===== config.mk =====
export PLATFORM = sky130hd
export DESIGN_NAME = aes_word_loader_flat
export DESIGN_NICKNAME = d
export VERILOG_FILES = /design/src/rtl/aes_word_loader_if.sv /design/src/rtl/aes_word_loader.sv /design/src/flat_wrapper.sv
export SDC_FILE = /design/constraint.sdc
export NUM_CORES = 1
export LEC_CHECK = 0
export CORE_AREA = 2 2 225 227
export DETAILED_ROUTE_END_ITERATION = 8
export DIE_AREA = 0 0 227 229
export PLACE_DENSITY = 0.63
export SYNTH_ARGS = -nofsm -noshare
export SYNTH_HDL_FRONTEND = slang
export SYNTH_SLANG_ARGS = --single-unit

===== constraint.sdc =====
create_clock -name clk -period 2.8 [get_ports clk]
set_input_delay 0.42 -clock clk [delete_from_list [all_inputs] [get_ports clk]]
set_output_delay 0.42 -clock clk [all_outputs]
set_load 0.005 [all_outputs]

===== src/rtl/aes_word_loader_if.sv =====
// aes_word_loader_if: key, plaintext-in, AES-core and ciphertext-out signals of aes_word_loader.
interface aes_word_loader_if;
  logic         key_wr;
  logic [127:0] key_wdata;
  logic         in_valid;
  logic         in_ready;
  logic [31:0]  in_data;
  logic         core_start;
  logic [127:0] core_key;
  logic [127:0] core_plaintext;
  logic         core_busy;
  logic         core_done;
  logic [127:0] core_ciphertext;
  logic         out_valid;
  logic         out_ready;
  logic [31:0]  out_data;
  logic         out_last;
  modport master (
    output key_wr, key_wdata, in_valid, in_data, core_busy, core_done, core_ciphertext, out_ready,
    input  in_ready, core_start, core_key, core_plaintext, out_valid, out_data, out_last
  );
  modport slave (
    input  key_wr, key_wdata, in_valid, in_data, core_busy, core_done, core_ciphertext, out_ready,
    output in_ready, core_start, core_key, core_plaintext, out_valid, out_data, out_last
  );
endinterface


===== src/rtl/aes_word_loader.sv =====
// aes_word_loader: packs 4 x 32-bit words into an AES-128 block, runs the core, streams the result as 4 words.
// Define AES_LOADER_LE_EN to byte-reverse every in_data/out_data word (key is never swapped).
module aes_word_loader (
  input logic clk,
  input logic rst,
  aes_word_loader_if.slave bus
);
  typedef enum logic [1:0] {FILL, START, WAIT, DRAIN} state_t;
  state_t state, nxt;
  logic [1:0] cnt;
  logic [127:0] key, blk, obuf;
  logic in_fire, out_fire;
  function automatic logic [31:0] sw(input logic [31:0] w);
`ifdef AES_LOADER_LE_EN
    return {w[7:0], w[15:8], w[23:16], w[31:24]};
`else
    return w;
`endif
  endfunction
  // Outputs are gated by rst so they read 0 even before the first reset edge.
  assign bus.in_ready       = !rst && state == FILL;
  assign bus.core_start     = !rst && state == START && !bus.core_busy;
  assign bus.out_valid      = !rst && state == DRAIN;
  assign bus.out_last       = bus.out_valid && cnt == 2'd3;
  assign bus.out_data       = rst ? '0 : sw(obuf[{~cnt, 5'd0} +: 32]);
  assign bus.core_key       = rst ? '0 : key;
  assign bus.core_plaintext = rst ? '0 : blk;
  assign in_fire  = bus.in_valid && bus.in_ready;
  assign out_fire = bus.out_valid && bus.out_ready;
  always_comb begin
    nxt = state;
    case (state)
      FILL:    nxt = in_fire && cnt == 2'd3 ? START : FILL;
      START:   nxt = bus.core_start ? WAIT : START;
      WAIT:    nxt = bus.core_done ? DRAIN : WAIT;
      DRAIN:   nxt = out_fire && bus.out_last ? FILL : DRAIN;
      default: nxt = FILL;
    endcase
  end
  always_ff @(posedge clk) state <= rst ? FILL : nxt;
  // Word 0 lives in bits [127:96]; {~cnt,5'd0} is (3-cnt)*32.
  always_ff @(posedge clk) begin
    if (rst) begin
      cnt  <= '0;
      key  <= '0;
      blk  <= '0;
      obuf <= '0;
    end else begin
      if (bus.key_wr && state == FILL && cnt == 2'd0) key <= bus.key_wdata;
      if (in_fire) blk[{~cnt, 5'd0} +: 32] <= sw(bus.in_data);
      if (in_fire || out_fire) cnt <= cnt + 2'd1;
      if (state == WAIT && bus.core_done) obuf <= bus.core_ciphertext;
    end
  end
endmodule

===== src/flat_wrapper.sv =====
// flat-port wrapper written by rule: the top's interface ports become plain ports
module aes_word_loader_flat 
  (clk, rst, bus_key_wr, bus_key_wdata, bus_in_valid, bus_in_data, bus_core_busy, bus_core_done, bus_core_ciphertext, bus_out_ready, bus_in_ready, bus_core_start, bus_core_key, bus_core_plaintext, bus_out_valid, bus_out_data, bus_out_last);
  aes_word_loader_if bus_i ();
  input logic clk;
  input logic rst;
  input wire logic [$bits(bus_i.key_wr)-1:0] bus_key_wr;
  input wire logic [$bits(bus_i.key_wdata)-1:0] bus_key_wdata;
  input wire logic [$bits(bus_i.in_valid)-1:0] bus_in_valid;
  input wire logic [$bits(bus_i.in_data)-1:0] bus_in_data;
  input wire logic [$bits(bus_i.core_busy)-1:0] bus_core_busy;
  input wire logic [$bits(bus_i.core_done)-1:0] bus_core_done;
  input wire logic [$bits(bus_i.core_ciphertext)-1:0] bus_core_ciphertext;
  input wire logic [$bits(bus_i.out_ready)-1:0] bus_out_ready;
  output wire logic [$bits(bus_i.in_ready)-1:0] bus_in_ready;
  output wire logic [$bits(bus_i.core_start)-1:0] bus_core_start;
  output wire logic [$bits(bus_i.core_key)-1:0] bus_core_key;
  output wire logic [$bits(bus_i.core_plaintext)-1:0] bus_core_plaintext;
  output wire logic [$bits(bus_i.out_valid)-1:0] bus_out_valid;
  output wire logic [$bits(bus_i.out_data)-1:0] bus_out_data;
  output wire logic [$bits(bus_i.out_last)-1:0] bus_out_last;
  assign bus_i.key_wr = bus_key_wr;
  assign bus_i.key_wdata = bus_key_wdata;
  assign bus_i.in_valid = bus_in_valid;
  assign bus_i.in_data = bus_in_data;
  assign bus_i.core_busy = bus_core_busy;
  assign bus_i.core_done = bus_core_done;
  assign bus_i.core_ciphertext = bus_core_ciphertext;
  assign bus_i.out_ready = bus_out_ready;
  assign bus_in_ready = bus_i.in_ready;
  assign bus_core_start = bus_i.core_start;
  assign bus_core_key = bus_i.core_key;
  assign bus_core_plaintext = bus_i.core_plaintext;
  assign bus_out_valid = bus_i.out_valid;
  assign bus_out_data = bus_i.out_data;
  assign bus_out_last = bus_i.out_last;
  aes_word_loader u_core (.clk(clk), .rst(rst), .bus(bus_i));
endmodule

==> impl_metrics.ini <==
[status]
status = finished clean

[die]
dieArea_mm2 = 0.0520
die_h_um = 229
initial_core_util_pct = 33.6
pin_count = 587
core_area_mm2 = 0.0497
num_rows = 82
die_w_um = 227

[min_path]
hold_class = input port to flip-flop
min-delay-start = rst

[cells_and_area]
finalInstanceArea_mm2 = 0.0245
fin_util_pct = 49.3
syn_to_final_growth_pct = 46.7
layout_common_cells = nand2_1, clkdlybuf4s50_1, dfxtp_1, a21oi_1, inv_1
layout.nets = 2878
layout_commonest_cell = nand2_1
drive_gt1_share_pct = 5.68

[routing]
dr.pass1.iters = 4
wl_per_cell_um = 17.1
routed_via_density = 4.64
first_iter_violations = 845
drcViolationCount = 0
drtAntennaViolNets = 0
vias = 15200
drt-total-wl_um = 56200

[worst_setup_path]
reg2reg_depth = 7
cp-endpoint = bus_out_data[27]
path_class = flip-flop to output pin
crit_arrival_ns = 2.30
reg2reg_from = u_core.cnt[1]
startpoint = u_core.cnt[1]
crit_fanout = 8
worstPathRequired_ns = 2.38
r2r_end = u_core.blk[70]
reg2reg_slack_ns = 0.66
start_kind = flip-flop
crit_path_end_kind = output pin

[global_routing]
grt_start_max_net_pins = 159
grt_pass1_vias = 15000
gr-usage-all-layers_pct = 20.9
grt_antenna_before_repair = 11
overflow = 0
grt_pass1_wl_um = 84800

[timing]
layout_min_cycle_time_ns = 2.72
min_period_over_period_pct = 97.0
rsz0062_at_grt = no
fin_setup_tns_ns = 0
finalSetupViolCount = 0
tightest_slew_ns = 0.732
skew_ns = 0.0111
maxSlewViolCount = 0
hold_violations = 0
fmax_ghz = 0.368
slew_headroom_pct = 51.2

[yosys]
ys_ff_latch = 388
syn_area_mm2 = 0.0167
ys_warn_count = 0
avgSynthCellArea_um2 = 8.12
synthCells = 2057
synth.distinct_cells = 34
yosysSeqAreaShare_pct = 46.5
syn-num-nets = 2356

[placement]
finalWeightedCongestion = 0.891
portBuffers = 586
dpl_cell_area_mm2 = 0.0230
dp.final_hpwl_um = 40200

[power_and_ir_drop]
power_density_mw_per_mm2 = 527
p_leak_nw = 10.6
ir_worst_vdd_v = 0.000455

[clocking]
cts_tree = built
clock-sinks = 388
clkTransAtPathRegs_ns = 0.06
cts_max_level = 2
cts_buffer_depth = 3
root_buffer = clkbuf_16
cts.hold.buffers_added = 0
clk_latency_ns = 0.56
cts_buffers = 44

[run]
cap_violations = 0
## registers in the layout, summed over array words and instances, names as in the netlist
signal,cells
u_core.state,2
u_core.obuf,128
u_core.cnt,2
u_core.key,128
u_core.blk,128
## layer usage
metal | track usage, % | up-vias | part of all wire (%)
li1 | - | 7561 | -
met1 | 24.8 | 7124 | 41
met2 | 35.5 | 459 | 48
met3 | 6.30 | 95 | 7.9
met4 | 7.31 | 10 | 2.9
met5 | 0 | - | 0.12
## how the worst min path moves through the flow
stage	slack [ns]	to	depth (start not counted)
detailed placement	0.44	u_core.key[2]	2
floorplan	0.43	u_core.obuf[36]	2
global placement	0.44	u_core.key[48]	2
finish	0.20	u_core.key[54]	2
CTS	0.17	u_core.key[26]	2
global route	0.19	u_core.key[39]	2
## cell type report
cell class	count	area (um2)
repair buffers	632	6440
multi-input cells	1382	7560
diodes	7	17.5
clock inverters	7	43.8
well taps	672	841
clock buffers	67	1310
flip-flops and latches	388	7770
inverters	131	494
fillers	4838	25200
## power breakdown
group | internal [mW] | total [mW] | leakage (nW) | switching, mW
registers | 5.70 | 5.78 | 3.15 | 0.0865
clock network | 3.20 | 5.44 | 0.661 | 2.25
logic | 0.882 | 1.68 | 6.75 | 0.800
## cells in the mapped netlist
cell | n | area share, %
inv_1 | 131 | 2.9
nand3_2 | 1 | 0.060
nor2_1 | 3 | 0.067
mux2_1 | 1 | 0.067
and4bb_2 | 1 | 0.075
nand3b_1 | 3 | 0.13
nor2b_1 | 130 | 4.9
a31oi_1 | 1 | 0.037
and3_1 | 1 | 0.037
mux4_1 | 8 | 1.3
and2_1 | 33 | 1.2
mux4_2 | 24 | 3.2
ha_1 | 4 | 0.30
mux2i_1 | 129 | 7.7
nor4b_4 | 1 | 0.14
nor3b_1 | 2 | 0.090
a21oi_1 | 257 | 7.7
nand2_1 | 770 | 17
buf_1 | 6 | 0.13
o2111ai_1 | 1 | 0.052
nor3_1 | 1 | 0.030
clkbuf_1 | 38 | 0.85
and3b_1 | 1 | 0.052
nor4bb_1 | 1 | 0.060
buf_4 | 14 | 0.63
dfxtp_1 | 388 | 47
nand4bb_1 | 1 | 0.067
nor3b_2 | 1 | 0.075
nor2_2 | 1 | 0.037
nand3_1 | 4 | 0.12
buf_6 | 25 | 1.7
buf_2 | 73 | 2.2
nor4b_1 | 1 | 0.052
nor4_4 | 1 | 0.13
## critical path, cell delays in order (launching register included)
cell             delay [ns]
dfxtp_4                0.42
buf_16                 0.17
mux4_2                 0.50
and2_1                 0.17
clkdlybuf4s50_1        0.47
## cells by family (layout without fill, tap and decap cells)
family,count (synthesis),count (layout),synth area share [%]
simple gates,957,957,24.6
buf+inv,287,837,8.44
fa+ha+maj,4,4,0.300
mux,162,162,12.3
compound gates,259,259,7.79
other cells,0,7,0
flops,388,388,46.5
## stage by stage
stage	hold slack, ns	std cells	setup slack (ns)	power, mW
global route	0.186	3284	0.00161	13.5
detailed placement	0.442	3196	0.439	7.56
CTS	0.168	3274	0.00254	13.1
floorplan	0.432	2057	0.770	6.66
global placement	0.437	3196	0.467	7.53
finish	0.197	3286	0.0843	12.9
## timing repair
action | 4_1_cts | 5_1_grt
buffers inserted | 2 | 5
setup endpoints to repair | 32 | 8
resized for setup | 26 | 1
endpoints found under the hold margin | 0 | 0
cloned | 2 | 0
Note: power is estimated with default switching activity, not from simulation.
